`src/rtl/pipe_stage_skid_pkg.sv`:
```
`default_nettype none
// +--------------------------------------------------------------------------+
// | pipe_stage_skid_pkg: stage-register state encodings and control offsets  |
// | Rev 1.0                                                                  |
// +--------------------------------------------------------------------------+
package pipe_stage_skid_pkg;

    localparam logic [1:0] PS_EMPTY = 2'd0;
    localparam logic [1:0] PS_ONE   = 2'd1;
    localparam logic [1:0] PS_TWO   = 2'd2;

    // Bit offsets of the per-stage control fields inside the ctrl payload
    localparam int CTRL_RF_WE   = 0;
    localparam int CTRL_DRAM_WE = 1;
    localparam int CTRL_WD_SEL  = 2;
    localparam int CTRL_ALU_OP  = 4;

endpackage : pipe_stage_skid_pkg
`default_nettype wire

```
`src/rtl/pipe_en_reg.sv`:
```
`default_nettype none
// +--------------------------------------------------------------------------+
// | pipe_en_reg: W-bit register, async active-low reset, enable, sync clear  |
// | Rev 1.0                                                                  |
// +--------------------------------------------------------------------------+
module pipe_en_reg #(
    parameter int W = 32
) (
    input  logic         clk,
    input  logic         rst_n,
    input  logic         en,
    input  logic         clr,
    input  logic [W-1:0] d,
    output logic [W-1:0] q
);

    // Clear wins over load so a kill in the same cycle never lets new data in
    always_ff @(posedge clk or negedge rst_n) begin
        if (!rst_n) begin
            q <= '0;
        end else if (clr) begin
            q <= '0;
        end else if (en) begin
            q <= d;
        end
    end

endmodule : pipe_en_reg
`default_nettype wire

```
`src/rtl/pipe_stage_skid.sv`:
```
`default_nettype none
// +--------------------------------------------------------------------------+
// | pipe_stage_skid: valid/ready pipeline stage with flush, bubble, skid     |
// | Rev 1.0                                                                  |
// +--------------------------------------------------------------------------+
module pipe_stage_skid
    import pipe_stage_skid_pkg::*;
#(
    parameter int DATA_W = 32,
    parameter int CTRL_W = 8,
    parameter int SKID   = 1
) (
    input  logic              clk,
    input  logic              rst_n,
    input  logic              flush,
    input  logic              in_valid,
    output logic              in_ready,
    input  logic [DATA_W-1:0] in_data,
    input  logic [CTRL_W-1:0] in_ctrl,
    output logic              out_valid,
    input  logic              out_ready,
    output logic [DATA_W-1:0] out_data,
    output logic [CTRL_W-1:0] out_ctrl,
    output logic [1:0]        occupancy
);

    logic              w_main_en;
    logic              w_main_ctrl_clr;
    logic [DATA_W-1:0] w_main_data_d;
    logic [CTRL_W-1:0] w_main_ctrl_d;

    // Data is never cleared on a bubble; only ctrl is forced to zero
    pipe_en_reg #(.W(DATA_W)) u_main_data (
        .clk   (clk),
        .rst_n (rst_n),
        .en    (w_main_en),
        .clr   (1'b0),
        .d     (w_main_data_d),
        .q     (out_data)
    );

    pipe_en_reg #(.W(CTRL_W)) u_main_ctrl (
        .clk   (clk),
        .rst_n (rst_n),
        .en    (w_main_en),
        .clr   (w_main_ctrl_clr),
        .d     (w_main_ctrl_d),
        .q     (out_ctrl)
    );

    generate
        if (SKID != 0) begin : g_skid
            logic [1:0]        r_state;
            logic [1:0]        w_state_next;
            logic              r_in_ready;
            logic              w_accept;
            logic              w_fire;
            logic              w_main_sel_skid;
            logic              w_skid_en;
            logic              w_skid_clr;
            logic [DATA_W-1:0] r_skid_data;
            logic [CTRL_W-1:0] r_skid_ctrl;

            assign w_accept = in_valid & r_in_ready & ~flush;
            assign w_fire   = (r_state != PS_EMPTY) & out_ready;

            // in_ready is precomputed from the next state so it leaves as a flop
            always_ff @(posedge clk or negedge rst_n) begin
                if (!rst_n) begin
                    r_state    <= PS_EMPTY;
                    r_in_ready <= 1'b1;
                end else begin
                    r_state    <= w_state_next;
                    r_in_ready <= (w_state_next != PS_TWO);
                end
            end

            always_comb begin
                w_state_next = r_state;
                if (flush) begin
                    w_state_next = PS_EMPTY;
                end else begin
                    case (r_state)
                        PS_EMPTY: if (w_accept) w_state_next = PS_ONE;
                        PS_ONE: begin
                            if (w_accept && !w_fire)      w_state_next = PS_TWO;
                            else if (!w_accept && w_fire) w_state_next = PS_EMPTY;
                        end
                        PS_TWO:   if (w_fire) w_state_next = PS_ONE;
                        default:  w_state_next = PS_EMPTY;
                    endcase
                end
            end

            always_comb begin
                w_main_en       = 1'b0;
                w_main_sel_skid = 1'b0;
                w_skid_en       = 1'b0;
                w_skid_clr      = flush;
                w_main_ctrl_clr = (w_state_next == PS_EMPTY);
                if (!flush) begin
                    case (r_state)
                        PS_EMPTY: w_main_en = w_accept;
                        PS_ONE: begin
                            w_main_en = w_accept & w_fire;
                            w_skid_en = w_accept & ~w_fire;
                        end
                        PS_TWO: begin
                            w_main_en       = w_fire;
                            w_main_sel_skid = 1'b1;
                            w_skid_clr      = w_fire;
                        end
                        default: ;
                    endcase
                end
            end

            pipe_en_reg #(.W(DATA_W)) u_skid_data (
                .clk   (clk),
                .rst_n (rst_n),
                .en    (w_skid_en),
                .clr   (w_skid_clr),
                .d     (in_data),
                .q     (r_skid_data)
            );

            pipe_en_reg #(.W(CTRL_W)) u_skid_ctrl (
                .clk   (clk),
                .rst_n (rst_n),
                .en    (w_skid_en),
                .clr   (w_skid_clr),
                .d     (in_ctrl),
                .q     (r_skid_ctrl)
            );

            assign w_main_data_d = w_main_sel_skid ? r_skid_data : in_data;
            assign w_main_ctrl_d = w_main_sel_skid ? r_skid_ctrl : in_ctrl;
            assign in_ready      = r_in_ready;
            assign out_valid     = (r_state != PS_EMPTY);
            assign occupancy     = r_state;
        end else begin : g_noskid
            logic r_valid;
            logic w_valid_next;
            logic w_in_ready;
            logic w_accept;
            logic w_fire;

            assign w_in_ready = ~r_valid | out_ready;
            assign w_accept   = in_valid & w_in_ready & ~flush;
            assign w_fire     = r_valid & out_ready;

            always_ff @(posedge clk or negedge rst_n) begin
                if (!rst_n) begin
                    r_valid <= 1'b0;
                end else begin
                    r_valid <= w_valid_next;
                end
            end

            always_comb begin
                w_valid_next = r_valid;
                if (flush)       w_valid_next = 1'b0;
                else if (w_accept) w_valid_next = 1'b1;
                else if (w_fire)   w_valid_next = 1'b0;
            end

            assign w_main_en       = w_accept;
            assign w_main_ctrl_clr = ~w_valid_next;
            assign w_main_data_d   = in_data;
            assign w_main_ctrl_d   = in_ctrl;
            assign in_ready        = w_in_ready;
            assign out_valid       = r_valid;
            assign occupancy       = {1'b0, r_valid};
        end
    endgenerate

endmodule : pipe_stage_skid
`default_nettype wire

```
`config.mk`:
```
export PLATFORM = sky130hd
export DESIGN_NAME = pipe_stage_skid
export DESIGN_NICKNAME = d
export VERILOG_FILES = /design/src/rtl/pipe_stage_skid_pkg.sv /design/src/rtl/pipe_en_reg.sv /design/src/rtl/pipe_stage_skid.sv
export SDC_FILE = /design/constraint.sdc
export NUM_CORES = 1
export LEC_CHECK = 0
export BUFFER_PORTS_ARGS = -buffer_cell sky130_fd_sc_hd__buf_2
export CORE_UTILIZATION = 34
export CTS_CLUSTER_DIAMETER = 120
export DETAILED_ROUTE_END_ITERATION = 7
export HOLD_SLACK_MARGIN = 0.15
export SYNTH_ARGS = -nofsm -noshare
export SYNTH_HDL_FRONTEND = slang
export SYNTH_SLANG_ARGS = --single-unit
```
`constraint.sdc`:
```
create_clock -name clk -period 2.45 [get_ports clk]
set_clock_uncertainty 0.05 [all_clocks]
set_input_delay 0.1225 -clock clk [delete_from_list [all_inputs] [get_ports clk]]
set_output_delay 0.1225 -clock clk [all_outputs]
set_load 0.01 [all_outputs]
```
Yosys cells after proc, flatten, opt, wreduce, memory -nomap -nowiden:

Cells that the tools add are included.
W data, S select, Z words.

* bits in registers: 83
* bits of input ports: 45
* logic and storage cells: 47
* output and inout bits: 44

* bitwise operators: 7
* muxes and demuxes: 22
* eq/ne operators: 3
* reductions and logical operators: 9

Operators by type and width (count)
* $mux W32: 3
* $mux W8: 5
* $mux W2: 5
* $mux W1: 7
* $pmux W2 S3: 1
* $reduce_bool A2 Y1: 3
* $and A1 B1 Y1: 5
* $logic_not A2 Y1: 2
* $pmux W1 S3: 1
* $eq A2 B1 Y1 const B: 1
* $eq A2 B2 Y1 const B: 1
* $logic_and A1 B1 Y1: 2
* $logic_not A1 Y1: 2
* $ne A2 B2 Y1 const B: 1
* $not A1 Y1: 2

Depth between registers and ports, before layout:

Gate-level depths: netlist (run 1).

* word-level depth: 10
* gate-level depth with buffers: 7

Modules after synthesis:

From an unflattened synthesis (run 1), not the netlist that was laid out.

* cell total of the unflattened synthesis: 326
* area total of the unflattened synthesis: 4204.0 um2

Modules (own cells, without submodules)
* pipe_en_reg (g_skid.u_skid_data ...): cells each 103, area each 1323.8 um2, instances 2
* pipe_stage_skid: cells each 68, area each 905.9 um2, instances 1
* pipe_en_reg (g_skid.u_skid_ctrl ...): cells each 26, area each 325.3 um2, instances 2

Worst setup path after synthesis (run 1):

OpenSTA, ideal clock, no wires.

* path type: register -> register
* start point: register g_skid.r_state[1] (netlist: occupancy[1])
* end point: register u_main_data.q[0]
* path buffers: 2
* setup slack: 834 ps
* cell stages (with the launch flop): 6
* arrival: 1429 ps
* period minus slack after synthesis: 1616 ps
* library setup time: 137 ps
* data required time: 2263 ps
* cell sequence: dfrtp_1 buf_4 nand4bb_1 a31oi_4 clkbuf_1 a21oi_1

* word-level cells in the longest chain between the ends: 5

RTL lines
* from (decl): RTL line pipe_stage_skid.sv:53 `logic [1:0] r_state;`
* from (signal assigned): RTL line pipe_stage_skid.sv:73 `r_state <= w_state_next;`
* $reduce_bool A2 Y1: RTL line pipe_stage_skid.sv:65 `assign w_fire = (r_state != PS_EMPTY) & out_ready;`
* $and A1 B1 Y1: RTL line pipe_stage_skid.sv:65
* $and A1 B1 Y1: RTL line pipe_stage_skid.sv:105 `w_main_en = w_accept & w_fire;`
* $pmux W1 S3: RTL line pipe_stage_skid.sv:102 `case (r_state)`
* $mux W1: RTL line pipe_stage_skid.sv:101 `if (!flush) begin`
* to (signal assigned): RTL line pipe_en_reg.sv:20 `q <= '0;`
* to (signal assigned): RTL line pipe_en_reg.sv:22 `q <= '0;`
* to (signal assigned): RTL line pipe_en_reg.sv:24 `q <= d;`
* to (decl): RTL line pipe_en_reg.sv:14 `output logic [W-1:0] q`

Parallel ways exist; a longest one is shown, timed or not.
A chain may end at the register's enable or synchronous reset.

Final worst setup path (run 1):

* start point: register g_skid.r_state[1] (netlist: occupancy[1])
* end point: register g_skid.r_state[1] (netlist: occupancy[1])

* word-level cells in the longest chain between the ends: 7

RTL lines
* $reduce_bool A2 Y1: RTL line pipe_stage_skid.sv:65
* $and A1 B1 Y1: RTL line pipe_stage_skid.sv:65
* $logic_and A1 B1 Y1 / $logic_not A1 Y1 (equally long branches): RTL line pipe_stage_skid.sv:87, pipe_stage_skid.sv:86
* $mux W2 / $logic_and A1 B1 Y1 (equally long branches): RTL line pipe_stage_skid.sv:87, pipe_stage_skid.sv:86
* $mux W2: RTL line pipe_stage_skid.sv:86 `if (w_accept && !w_fire) w_state_next = PS_TWO;`
* $pmux W2 S3 *: RTL line pipe_stage_skid.sv:83 `case (r_state)`
* $mux W2 *: RTL line pipe_stage_skid.sv:80 `if (flush) begin`
* via g_skid.w_state_next[1]: RTL line pipe_stage_skid.sv:54 `logic [1:0] w_state_next;`

Mark *: on every way through the listed nets, which the timed path passes. The rest lies on a longest branch.

==> results of run 1 <==
-- power by group through the flow --
stage               sequential [mW]  clock, mW  combinational, mW
floorplan                      1.65          0              0.225
global placement               1.60          0              0.521
detailed placement             1.59          0              0.533
CTS                            1.57       1.09              0.586
global route                   1.59       1.14              0.634
finish                         1.57       1.04              0.577
-- layout make-up --
class / instances / area, sq um / area share
Sequential cell: 83 / 2078 / 0.4330
Multi-Input combinational cell: 182 / 1353 / 0.2818
Timing Repair Buffer: 143 / 993.5 / 0.2070
Tap cell: 133 / 166.4 / 0.03467
Clock buffer: 11 / 131.4 / 0.02737
Clock inverter: 5 / 77.57 / 0.01616
-- cell families after synthesis --
| kind of cell | after synthesis | synth area share |
|---|---|---|
| AOI/OAI and AO/OA | 88 | 0.1928 |
| buffers and inverters | 23 | 0.03445 |
| DFF | 83 | 0.5898 |
| muxes | 40 | 0.1136 |
| and+or+nand+nor | 54 | 0.06925 |
-- synth_stat cells --
master / instances
buf_2: 10
and2b_1: 1
a22o_1: 40
nand2b_1: 1
clkbuf_1: 7
nor2b_1: 1
a211oi_1: 1
nand2_1: 1
nor2_1: 42
nand4b_1: 1
nor3_1: 2
o21bai_1: 1
nand3b_1: 1
a21oi_1: 35
nor4_2: 1
or2_2: 1
buf_4: 6
mux2i_1: 40
dfstp_2: 1
nand4bb_1: 1
or3_1: 1
a211oi_2: 8
a31oi_1: 1
dfrtp_1: 82
o21bai_2: 1
a31oi_4: 1
-- final timing paths --
kind | depth (start not counted) | endpoint | start
worst max-delay path | 5 | occupancy[1] | occupancy[1]
worst min-delay path | 2 | u_main_data.q[8] | rst_n
worst max register to register | 5 | occupancy[1] | occupancy[1]
worst min register to register | 1 | g_skid.u_skid_data.q[19] | g_skid.u_skid_data.q[19]
max in group asynchronous | 3 | in_ready | rst_n
min in group clk | 1 | g_skid.u_skid_data.q[19] | g_skid.u_skid_data.q[19]
-- layer usage --
layer | GRT usage | up-vias | share of wire
li1 | - | 1308 | -
met1 | 0.2018 | 1367 | 0.48
met2 | 0.2595 | 76 | 0.46
met3 | 0.02769 | 10 | 0.047
met4 | 0.05816 | 0 | 0.012
met5 | 0 | - | 0
-- cells in the final DEF, fill, tap and decap left out, drive strengths merged --
cell	synthesis	layout
buf	16	98
dfrtp	82	82
dlygate4sd3	0	45
nor2	42	42
mux2i	40	40
a22o	40	40
a21oi	35	35
clkbuf	7	11
a211oi	9	9
nor3	2	2
bufinv	0	2
clkinv	0	2
o21bai	2	2
a31oi	2	2
nand2	1	1
nand2b	1	1
nand4b	1	1
nand3b	1	1
and2b	1	1
or2	1	1
or3	1	1
nand4bb	1	1
nor2b	1	1
nor4	1	1
clkinvlp	0	1
dfstp	1	1
-- per-stage QoR --
step	hold WS [ps]	area [sq um]	total power [mW]	utilization
final	218.8	4800	3.190	0.4843
after global routing	274.6	4800	3.356	0.4843
after CTS	233.2	4800	3.241	0.4843
after detailed placement	79.08	4140	2.125	0.4178
after global placement	77.06	4140	2.116	0.4178
after floorplan	-223.1	3523	1.872	-
-- timing repair --
action                                 4_1_cts  5_1_grt
endpoints found under the hold margin      158        0
setup endpoints to repair                    0        0
hold buffers                                45        0
-- state kept, by name, indices dropped and copies added (netlist names) --
signal and count:
g_skid.u_skid_ctrl.q 8, u_main_data.q 32, u_main_ctrl.q 8, in_ready 1, occupancy 2, g_skid.u_skid_data.q 32
-- worst max-delay path, stage by stage, from the launching register on --
cell           delay (ps)
dfrtp_1               540
and2b_1               410
buf_4                 250
a21oi_1                60
nor3_1                130
dlygate4sd3_1         570
==> flow_metrics.tcl, run 1 <==
set metrics [dict create \
    syn_to_final_growth_pct 36.22 \
    initial_core_util 0.3556 \
    power_frac_clock 0.327 \
    grt_setup_unrepaired "no" \
    synth_area_sq_mm 0.003523 \
    fmax_ghz 0.4801 \
    dieHeight_microns 103.8 \
    routedWlPerCell_microns 14.55 \
    coreArea_sq_mm 0.009910 \
    routed_via_density 4.957 \
    setup_violations 0 \
    r2r_setup_slack_ps 370 \
    endpoint_kind "flop" \
    path_class "reg2reg" \
    syn_nets 333 \
    antennaDiodeCount 0 \
    grt_pass1_vias 2773 \
    fin_crit_sh 0.8502 \
    dieArea_sq_mm 0.01077 \
    power_frac_comb 0.181 \
    grt_overflow 0 \
    first_iter_violations 96 \
    ir_worst_vdd_mv 0.2822 \
    synthTopCellsByArea "dfrtp_1 58%, mux2i_1 11%, a22o_1 9.9%" \
    arrival_ps 2320 \
    tightestPinTransition_ps 554.9 \
    max-cap-violations 0 \
    syn_avg_cell_area_sq_um 12.23 \
    h-tree-depth 3 \
    synth.top_cell.area_share 0.5824 \
    drive_gt1_frac 0.2995 \
    cts_setup_buffers 0 \
    row_count 36 \
    yosys_warnings 0 \
    clock_path_buffers 2 \
    tns_ps 0 \
    power.leakage_nw 2.135 \
    numCtsBuffers 9 \
    p_switching_mw 0.8537 \
    dp_hpwl_mm 4.994 \
    seqPwrFrac 0.492 \
    fin_ws_ps 366.9 \
    fillCellCount 922 \
    routed_wl_mm 8.106 \
    netlist_instances 288 \
    antenna_left 0 \
    root_buffer "clkbuf_8" \
    grt_first_pass_wirelength_mm 13.48 \
    first_pass_iters 4 \
    clk_latency_ps 350 \
    pre_cts_ws_ps 452.1 \
    intPower_mw 2.336 \
    max_slew_margin 0.6298 \
    slew_violations 0 \
    critPathMaxFanout 11 \
    clkTransAtPathRegs_ps 80 \
    portBuffers 88 \
    vias 2761 \
    post-route-min-period_ps 2083 \
    final_nets 464 \
    die_x_microns 103.8 \
    switching_share 0.2676 \
    power_density_mw_per_mm2 664.6 \
    cts_tree "yes" \
    hp-class "in2async" \
    drc 0 \
    required_ps 2680 \
    grt_max_degree 51 \
    io_pins 89 \
    fin_cells 557 \
    dp_cells 496 \
    ctsResizeCount 0 \
    synth.distinct_cells 26 \
    numClockSinks 83 \
    track_usage 0.1557 \
    start_kind "flop" \
    synth_top_cell_by_area "dfrtp_1" \
    place.gp.congestion 0.7539 \
    outcome "finished, final reports clean" \
    finalHoldViolCount 0 \
    antenna_found_initial 0 \
    ys_seq_elements 83 \
    yosysSeqAreaShare 0.5898 \
]
Power figures use the tool's default switching activity.
==> run 2, diff against run 1 <==
- SLEW_MARGIN: not set -> 20
- SYNTH_HIERARCHICAL: not set -> 1
==> run 2 against run 1 <==
  * Sequential power is 8% lower
  * Worst hold slack got worse by 48 ps
  * Die area rose by 19%
  * Design area is 13% higher
  * Critical path depth is 1 higher
  * Combinational power fell by 27%
  * Via count is 0.87% higher
  * Wire length is 7.2% higher
  * Utilization down 3.2 points
  * Clock power rose by 42%
==> flow_metrics.tcl, run 2 <==
set metrics [dict create \
    coreArea_sq_mm 0.01201 \
    synth.distinct_cells 26 \
    cts_setup_buffers 0 \
    arrival_ps 2220 \
    ctsResizeCount 0 \
    netlist_instances 326 \
    reg2regPathDepth 6 \
    first_pass_iters 4 \
    layout_common_cells "87 x buf_2, 82 x dfrtp_1, 81 x nor2_1" \
    initial_core_util 0.3500 \
    largest_registers "g_skid.u_skid_data/q (32), u_main_data/q (32)" \
    syn_to_final_growth_pct 29.35 \
    tns_ps 0 \
    clkTransAtPathRegs_ps 60 \
    dp_hpwl_mm 5.638 \
    worstReg2RegEnd "u_main_data/q[12]" \
    power.leakage_nw 2.628 \
    path_delay_family "simple AND/OR/NAND/NOR gates" \
    critPathMaxFanout 18 \
    final_nets 501 \
    root_buffer "clkbuf_16" \
    yosysSeqAreaShare 0.4943 \
    outcome "finished, final reports clean" \
    final_common_cell "buf_2" \
    yosys_warnings 6 \
    place_area_sq_mm 0.004674 \
    slowest_stage "dfstp_2" \
    path_class "reg2reg" \
    vias 2785 \
    grt_overflow 0 \
    die_x_microns 113.2 \
    start_kind "flop" \
    path_buf_inv 1 \
    place.gp.congestion 0.6785 \
    cp_slowest_stage_delay_ps 540 \
    grt_setup_unrepaired "no" \
    synth_top_cell_by_area "dfrtp_1" \
    tightestPinTransition_ps 752.9 \
    synth_edf_count 0 \
    post-synth-top-count-cell "dfrtp_1" \
    routed_via_density 4.581 \
    synthArstFlopShare 1.000 \
    r2r_setup_slack_ps 410 \
    hold_start "in_valid" \
    numCtsBuffers 9 \
    synth_area_sq_mm 0.004204 \
    slew_violations 0 \
    drc 0 \
    synth_common_cells "82 x dfrtp_1, 81 x nor2_1, 80 x mux2i_1" \
    max_slew_margin 0.4981 \
    portBuffers 88 \
    antenna_found_initial 0 \
    max-cap-violations 0 \
    routedWlPerCell_microns 14.29 \
    synthTopCellsByArea "dfrtp_1 49%, mux2i_1 19%, mux2_4 14%" \
    endpoint_kind "flop" \
    numClockSinks 83 \
    hold_slack_ps 170.6 \
    clk_latency_ps 340 \
    antennaDiodeCount 0 \
    post-route-min-period_ps 2043 \
    hold_path_depth 3 \
    fin_crit_sh 0.8338 \
    cts_tree "yes" \
    drive_gt1_frac 0.3406 \
    clock_path_buffers 2 \
    track_usage 0.1465 \
    row_count 40 \
    ys_seq_elements 83 \
    dieArea_sq_mm 0.01281 \
    crit_path_cell_trace "nand2_1, or3b_1, a21oi_4, buf_4, mux2i_1, nor2_1" \
    grt_first_pass_wirelength_mm 14.43 \
    synth-main-ff-cell "dfrtp_1" \
    required_ps 2620 \
    routed_wl_mm 8.691 \
    fmax_ghz 0.4895 \
    grt_pass1_vias 2929 \
    io_pins 89 \
    hp-class "in2reg" \
    ir_worst_vdd_mv 0.3651 \
    first_iter_violations 110 \
    stdcell_area_sq_mm 0.005438 \
    grt_max_degree 84 \
    syn_avg_cell_area_sq_um 12.90 \
    dieHeight_microns 113.2 \
    setup_violations 0 \
    h-tree-depth 3 \
    antenna_left 0 \
    synth.top_cell.area_share 0.4881 \
    power_density_mw_per_mm2 615.3 \
    finalHoldViolCount 0 \
    r2r-start "in_ready" \
    hold_end "in_ready" \
]
[run 2: where the power goes]
part | switching [mW] | total, mW | internal [mW]
combinational | 0.198 | 0.421 | 0.223
clock | 0.537 | 1.48 | 0.947
sequential | 0.0267 | 1.44 | 1.41
total | 0.762 | 3.35 | 2.58
[run 2: final cells by class]
class / count / area (sq um)
fill: 1133 / 6574
sequential: 83 / 2078
multi-input combinational: 223 / 1876
timing repair buffer: 138 / 967.2
clock buffer: 12 / 256.5
tap: 147 / 183.9
clock inverter: 4 / 72.57
inverter: 1 / 3.754
[run 2: worst reg2reg max path: stages (launching register included)]
cell and delay, ps:
dfstp_2 540, nand2_1 80, or3b_1 410, a21oi_4 200, buf_4 340, mux2i_1 250, nor2_1 60
[run 2: worst max-delay path by stage]
stage	from	end	slack, ps	cells after the start
6_report	in_ready	u_main_data/q[12]	410	6
5_1_grt	in_ready	u_main_data/q[29]	310	6
4_1_cts	in_ready	u_main_data/q[12]	390	6
3_5_place_dp	in_ready	u_main_data/q[11]	400	6
3_3_place_gp	in_ready	u_main_data/q[24]	470	6
2_1_floorplan	in_ready	u_main_data/q[0]	540	7
[run 2: cell families after synthesis]
| logic type | Yosys count | synth area share |
|---|---|---|
| AND/OR/NAND/NOR | 92 | 0.09345 |
| flip-flops | 83 | 0.4943 |
| XOR/XNOR | 1 | 0.002084 |
| AO/OA/AOI/OAI | 5 | 0.008335 |
| other | 1 | 0.0008920 |
| multiplexers | 120 | 0.3333 |
| buffers and inverters | 24 | 0.06756 |
[run 2: what timing repair did]
action,4_1_cts,5_1_grt
hold buffers,43,0
setup endpoints to repair,0,0
endpoints found under the hold margin,162,0
[run 2: metal layers]
layer,GRT usage,share of wire
met5,0,0
met4,0.06140,0.021
met3,0.04071,0.044
met2,0.2499,0.49
met1,0.1736,0.44
[run 2: stage by stage]
| stage | power [mW] | utilization | instances | setup slack [ps] |
|---|---|---|---|---|
| floorplan | 1.706 | - | 330 | 540.2 |
| global placement | 1.827 | 0.3892 | 549 | 470.8 |
| detailed placement | 1.837 | 0.3892 | 549 | 399.7 |
| CTS | 3.391 | 0.4524 | 608 | 385.7 |
| global route | 3.486 | 0.4527 | 608 | 309.2 |
| finish | 3.346 | 0.4527 | 608 | 407.1 |
